**config.mk**
```make
export PLATFORM = sky130hd
export DESIGN_NAME = tug_input_flat
export DESIGN_NICKNAME = d
export VERILOG_FILES = /design/src/rtl/tug_pkg.sv /design/src/rtl/tug_input_if.sv /design/src/rtl/key_conditioner.sv /design/src/rtl/tug_input.sv /design/src/flat_wrapper.sv
export SDC_FILE = /design/constraint.sdc
export NUM_CORES = 1
export LEC_CHECK = 0
export CAP_MARGIN = 20
export CORE_AREA = 2 2 39 41
export DETAILED_ROUTE_END_ITERATION = 10
export DIE_AREA = 0 0 41 43
export DONT_BUFFER_PORTS = 1
export MAX_ROUTING_LAYER = met4
export PLACE_DENSITY_LB_ADDON = 0.12
export SYNTH_ARGS = -nofsm -noshare
export SYNTH_HDL_FRONTEND = slang
export SYNTH_SLANG_ARGS = --single-unit
```
**constraint.sdc**
```tcl
create_clock -name clk -period 2.61 [get_ports clk]
set_clock_uncertainty 0.2 [all_clocks]
set_input_delay 0.3915 -clock clk [delete_from_list [all_inputs] [get_ports clk]]
set_output_delay 0.3915 -clock clk [all_outputs]
set_load 0.05 [all_outputs]
```
**src/rtl/tug_pkg.sv**
```systemverilog
// Shared types and constants for the tug-of-war button input path.
package tug_pkg;

    typedef enum logic [1:0] {
        IDLE         = 2'd0,
        PRESS_WAIT   = 2'd1,
        HELD         = 2'd2,
        RELEASE_WAIT = 2'd3
    } key_state_t;

    localparam int DEFAULT_DEBOUNCE_CYCLES = 4;

endpackage

```
**src/rtl/tug_input_if.sv**
```systemverilog
// Player-button bundle: raw button levels and enable in, move pulses out.
interface tug_input_if;

    logic raw_L;
    logic raw_R;
    logic enable;
    logic L;
    logic R;

    modport master (
        output raw_L,
        output raw_R,
        output enable,
        input  L,
        input  R
    );

    modport slave (
        input  raw_L,
        input  raw_R,
        input  enable,
        output L,
        output R
    );

endinterface

```
**src/rtl/key_conditioner.sv**
```systemverilog
// One button channel: 2-flop synchronizer, debounce FSM with counter,
// and a registered single-cycle press event.
module key_conditioner
    import tug_pkg::*;
#(
    parameter int DEBOUNCE_CYCLES = DEFAULT_DEBOUNCE_CYCLES
) (
    input  logic clk,
    input  logic reset,
    input  logic raw,
    output logic press
);

    localparam int CW = $clog2(DEBOUNCE_CYCLES + 1);
    localparam logic [CW-1:0] LAST = CW'(DEBOUNCE_CYCLES - 1);

    logic [1:0] sync_reg;
    logic       sync;
    key_state_t state_reg, state_next;
    logic [CW-1:0] count_reg, count_next;
    logic       press_reg, press_next;

    assign sync  = sync_reg[1];
    assign press = press_reg;

    always_ff @(posedge clk or negedge reset) begin
        if (!reset) begin
            sync_reg  <= '0;
            state_reg <= IDLE;
            count_reg <= '0;
            press_reg <= 1'b0;
        end else begin
            sync_reg  <= {sync_reg[0], raw};
            state_reg <= state_next;
            count_reg <= count_next;
            press_reg <= press_next;
        end
    end

    // The >= compare keeps the counter from running past the acceptance point.
    always_comb begin
        state_next = state_reg;
        count_next = count_reg;
        press_next = 1'b0;
        case (state_reg)
            IDLE: begin
                if (sync) begin
                    state_next = PRESS_WAIT;
                    count_next = CW'(1);
                end
            end
            PRESS_WAIT: begin
                if (!sync) begin
                    state_next = IDLE;
                    count_next = '0;
                end else if (count_reg >= LAST) begin
                    state_next = HELD;
                    count_next = '0;
                    press_next = 1'b1;
                end else begin
                    count_next = count_reg + CW'(1);
                end
            end
            HELD: begin
                if (!sync) begin
                    state_next = RELEASE_WAIT;
                    count_next = CW'(1);
                end
            end
            RELEASE_WAIT: begin
                if (sync) begin
                    state_next = HELD;
                    count_next = '0;
                end else if (count_reg >= LAST) begin
                    state_next = IDLE;
                    count_next = '0;
                end else begin
                    count_next = count_reg + CW'(1);
                end
            end
            default: begin
                state_next = IDLE;
                count_next = '0;
            end
        endcase
    end

endmodule

```
**src/rtl/tug_input.sv**
```systemverilog
// Two debounced button channels feeding registered, mutually exclusive
// left/right move pulses; ties are dropped and enable gates the outputs.
module tug_input
    import tug_pkg::*;
#(
    parameter int DEBOUNCE_CYCLES = DEFAULT_DEBOUNCE_CYCLES
) (
    input  logic        clk,
    input  logic        reset,
    tug_input_if.slave  bus
);

    logic [1:0] raw_vec;
    logic [1:0] press_vec;
    logic       l_reg, l_next;
    logic       r_reg, r_next;

    // Bit 0 is the left player, bit 1 the right player.
    assign raw_vec = {bus.raw_R, bus.raw_L};

    generate
        for (genvar gi = 0; gi < 2; gi++) begin : g_key
            key_conditioner #(
                .DEBOUNCE_CYCLES (DEBOUNCE_CYCLES)
            ) u_key (
                .clk   (clk),
                .reset (reset),
                .raw   (raw_vec[gi]),
                .press (press_vec[gi])
            );
        end
    endgenerate

    // A same-cycle tie cancels both moves; disabled presses are simply lost.
    always_comb begin
        l_next = press_vec[0] & ~press_vec[1] & bus.enable;
        r_next = press_vec[1] & ~press_vec[0] & bus.enable;
    end

    always_ff @(posedge clk or negedge reset) begin
        if (!reset) begin
            l_reg <= 1'b0;
            r_reg <= 1'b0;
        end else begin
            l_reg <= l_next;
            r_reg <= r_next;
        end
    end

    assign bus.L = l_reg;
    assign bus.R = r_reg;

endmodule

```
**src/flat_wrapper.sv**
```systemverilog
// flat-port wrapper written by rule: the top's interface ports become plain ports
module tug_input_flat import tug_pkg::*;
#(
    parameter int DEBOUNCE_CYCLES = DEFAULT_DEBOUNCE_CYCLES
)
  (clk, reset, bus_raw_L, bus_raw_R, bus_enable, bus_L, bus_R);
  tug_input_if bus_i ();
  input  logic clk;
  input  logic reset;
  input wire logic [$bits(bus_i.raw_L)-1:0] bus_raw_L;
  input wire logic [$bits(bus_i.raw_R)-1:0] bus_raw_R;
  input wire logic [$bits(bus_i.enable)-1:0] bus_enable;
  output wire logic [$bits(bus_i.L)-1:0] bus_L;
  output wire logic [$bits(bus_i.R)-1:0] bus_R;
  assign bus_i.raw_L = bus_raw_L;
  assign bus_i.raw_R = bus_raw_R;
  assign bus_i.enable = bus_enable;
  assign bus_L = bus_i.L;
  assign bus_R = bus_i.R;
  tug_input #(.DEBOUNCE_CYCLES(DEBOUNCE_CYCLES)) u_core (.clk(clk), .reset(reset), .bus(bus_i));
endmodule
```
; Word level (Yosys, flattened, before mapping)
; Index checks and enable logic that the tools add are counted.
[totals]
elab_cells = 72
mem_bits_rw = 0
reg_bits = 18
rom_bits = 0
latch_bits = 0
out_inout_bits = 2
n_memories = 0
[op_classes]
div = 0
eq_ne = 14
order_cmp = 2
bitwise_logic = 6
n_addsub = 2
multipliers = 0
n_reduce_logical = 6
shifts = 0
n_mux = 32
[ops]
columns = op, n
row1 = two-way mux 3 bit, 10
row2 = two-way mux 2 bit, 12
row3 = case mux 3 bit (4 select lines), 2
row4 = case mux 2 bit (4 select lines), 2
row5 = inequality test 3 bit (second input constant), 4
row6 = == test 2 bit (second input constant), 4
row7 = inequality test 2 bit (second input constant), 4
row8 = AND reduction 4 bit, 2
row9 = adder 3 x 1 -> 3 bit (second input constant), 2
row10 = greater-or-equal comparator 3 x 2 -> 1 bit (second input constant), 2
row11 = two-way mux 1 bit, 6
row12 = AND 1 bit, 4
row13 = == test 2 x 1 -> 1 bit (second input constant), 2
row14 = logical NOT 2 bit, 2
row15 = AND reduction 2 bit, 2
row16 = inverter 1 bit, 2

; Logic depth before layout (Yosys ltp)
[logic_depth]
depth_word = 4
mapped_depth = 5

; Cells and area by module
; Synthesis repeated with hierarchy kept, for this count alone.
[unflattened]
hier_cells = 56
hier_area_um2 = 770.7
[by_module_without_submodules]
columns = module, area_per_inst_um2, cells_per_inst, n_inst
row1 = key_conditioner, 351.6, 26, 2
row2 = tug_input, 67.6, 4, 1

; Worst setup path before layout
; No wires, ideal clock.
[synth_timing]
path_type = register to register
start = register u_core.g_key[0].u_key.count_reg[0]
end = register with a tool-made name
t_required_ns = 2.283
setup_time_ns = 0.127
stages_incl_launch_ff = 6
synth_period_minus_slack_ns = 1.788
arrival_time_ns = 1.460
setup_slack_ns = 0.822
path_buffers = 0
cell_sequence = dfrtp_1 -> ha_1 -> ha_1 -> a211oi_2 -> nand2b_4 -> mux2_1
[synth_rtl]
columns = item, line
row1 = start: declaration, key_conditioner.sv:20  ; logic [CW-1:0] count_reg, count_next;
row2 = start signal: assignment, key_conditioner.sv:35  ; count_reg <= count_next;

==> out/metrics.cfg <==
[run_status]
status = complete, no violations

[timing]
finalMaxSlewViolations = 0
rsz0062_at_grt = no
maxSlewHeadroom_pct = 47.7
setup_violations = 0
fin_crit_sh_pct = 74.1
fmax_mhz = 517
hold_viol = 0
tns_ns = 0
fin_crit_ns = 1.94
tightestPinTransition_ns = 0.782

[min_path]
hold_end = u_core.bus.L$_DFF_PN0_
min_path_type = in -> reg
min-delay-start = bus_enable
whs_path_depth = 2

[global_route]
grt_pass1_vias = 488
grt_max_degree = 19
antenna_found_initial = 0
track_usage_pct = 17.8
overflow = 0
grt_first_pass_wirelength_mm = 1.98

[floorplanning]
core-area_um2 = 1380
die_y_um = 43
start_util_pct = 54.0
die_x_um = 41
die_area_um2 = 1760
io_pins = 7
rows = 14

[worst_setup_path]
crit_family = adder cells
crit_chain = ha_1 -> ha_1 -> a211oi_2 -> nand2b_1 -> mux2_1
slowest_delay_ns = 0.43
cp_slowest_cell = dfrtp_1
path_class = reg -> reg
r2r_cells = 5
cp.required_ns = 2.58
rrSetupSlack_ns = 0.67
cp_max_fo = 4
cp-end-kind = flop
crit_top_cell = ha_1
critPathBufInv = 0
arrival_ns = 1.91
critPathLaunchType = flop
timing.rr.start = u_core.g_key[1].u_key.count_reg[0]$_DFFE_PN0P_

[placed_design]
place.detailed.hpwl_um = 906
placed_area_um2 = 767
gp_congestion = 0.685
io_buffers = 0

[clocking]
numCtsBuffers = 3
cts_setup_buffers = 0
clockRootBuffer = clkbuf_4
numClockSinks = 18
tritoncts = yes
h-tree-depth = 1
clk_path_buf_depth = 2
cts.clk_slew.worst_paths_ns = 0.09
hold_buffers = 3
cts_repair_resize_count = 0
insertion_delay_ns = 0.28

[final_layout]
fill_cells = 122
seq_area_um2 = 450
layout_common_cells = 18 x dfrtp_1, 5 x nor2_1, 4 x inv_1, 4 x ha_1
diodes = 0
mostFrequentLayoutCell = dfrtp_1
syn_to_final_growth_pct = 9.72
multi_input_area_um2 = 282
fin_nets = 72
final_cell_area_um2 = 820
drive_gt1_share_pct = 14.8

[yosys]
yosys_warnings = 0
synth_cell_types = 20
synth_area_um2 = 747
seq_area_frac_synth_pct = 60.3
syn-num-nets = 64
postSynthAreaPerCell_um2 = 13.6
synthCells = 55
ys_ff_latch = 18

[power]
power.density_nw_per_um2 = 1020
peakVddDrop_v = 0.000503
leakagePower_nw = 0.380

[job]
maxCapViolations = 0

[drt]
wl_per_cell_um = 15.2
drcViolationCount = 0
drt_pass1_iterations = 2
vias = 418
drtIter0Drc = 7
drtAntennaViolNets = 0
finalWirelength_mm = 1.17
viasPerCell = 5.43

[synthesized netlist by cell type]
cell type | n | share of area, %
a211oi_2 | 2 | 3.3
a21oi_1 | 2 | 1.3
a2bb2o_4 | 1 | 2.7
and2_1 | 1 | 0.84
and2_2 | 1 | 1.0
and3b_1 | 1 | 1.2
dfrtp_1 | 18 | 60
ha_1 | 4 | 6.7
inv_1 | 4 | 2.0
mux2_1 | 2 | 3.0
nand2_1 | 1 | 0.50
nand2b_1 | 1 | 0.84
nand2b_4 | 1 | 1.8
nand3_1 | 2 | 1.3
nor2_1 | 5 | 2.5
nor3b_1 | 2 | 2.0
o2bb2ai_1 | 3 | 3.5
or3_1 | 2 | 1.7
xor2_1 | 1 | 1.2
xor2_2 | 1 | 2.2
[where the power goes]
part | switching (W) | leakage, nW | internal [W]
Combinational | 0.000129 | 0.139 | 0.000145
Clock | 0.0000743 | 0.0138 | 0.0000535
Sequential | 0.0000847 | 0.227 | 0.000351
Total | 0.000288 | 0.380 | 0.000549
[kinds of logic after synthesis]
kind of cell	synth area share (%)
adders and majority gates	6.70
DFF	60.3
xor gates and xnor gates	3.35
buffers and inverters	2.01
muxes	3.01
AOI/OAI and AO/OA	10.9
and+or+nand+nor	13.7
[area by class of cell]
type	instances	share of cell area, %
flip-flops and latches	18	55.0
repair buffers	3	3.66
multi-input cells	33	34.4
inverters	4	1.83
well taps	16	2.44
clock buffers	3	2.75
[per-stage QoR]
step / hold slack (ns) / total power [W] / setup WS, ns / utilization (%) / std cells
finish: 0.0193 / 0.000837 / 0.675 / 59.2 / 77
global route: 0.0423 / 0.000900 / 0.566 / 59.2 / 77
CTS: 0.0167 / 0.000849 / 0.651 / 59.2 / 77
global placement: -0.104 / 0.000668 / 0.767 / 55.4 / 71
detailed placement: -0.104 / 0.000710 / 0.672 / 55.4 / 71
floorplan: -0.104 / 0.000641 / 0.822 / - / 55
[layer usage]
metal | GRT usage [%] | routed length, um | up-vias | part of all wire (%)
met4 | 6.00 | 0 | 0 | 0
met5 | - | 0 | - | 0
met2 | 29.7 | 629 | 8 | 54
met3 | 3.14 | 35 | 0 | 3.0
li1 | - | - | 200 | -
met1 | 20.7 | 502 | 210 | 43
[worst max-delay path by stage]
stage                                                    from   end  slack, ns  cells past startpoint
2_1_floorplan  u_core.g_key[0].u_key.count_reg[0]$_DFFE_PN0P_  flop       0.82                      5
3_3_place_gp   u_core.g_key[0].u_key.count_reg[0]$_DFFE_PN0P_  flop       0.77                      5
3_5_place_dp   u_core.g_key[1].u_key.count_reg[0]$_DFFE_PN0P_  flop       0.67                      5
4_1_cts        u_core.g_key[1].u_key.count_reg[0]$_DFFE_PN0P_  flop       0.65                      5
5_1_grt        u_core.g_key[1].u_key.count_reg[0]$_DFFE_PN0P_  flop       0.57                      5
6_report       u_core.g_key[1].u_key.count_reg[0]$_DFFE_PN0P_  flop       0.67                      5
(Power assumes the default switching activity.)
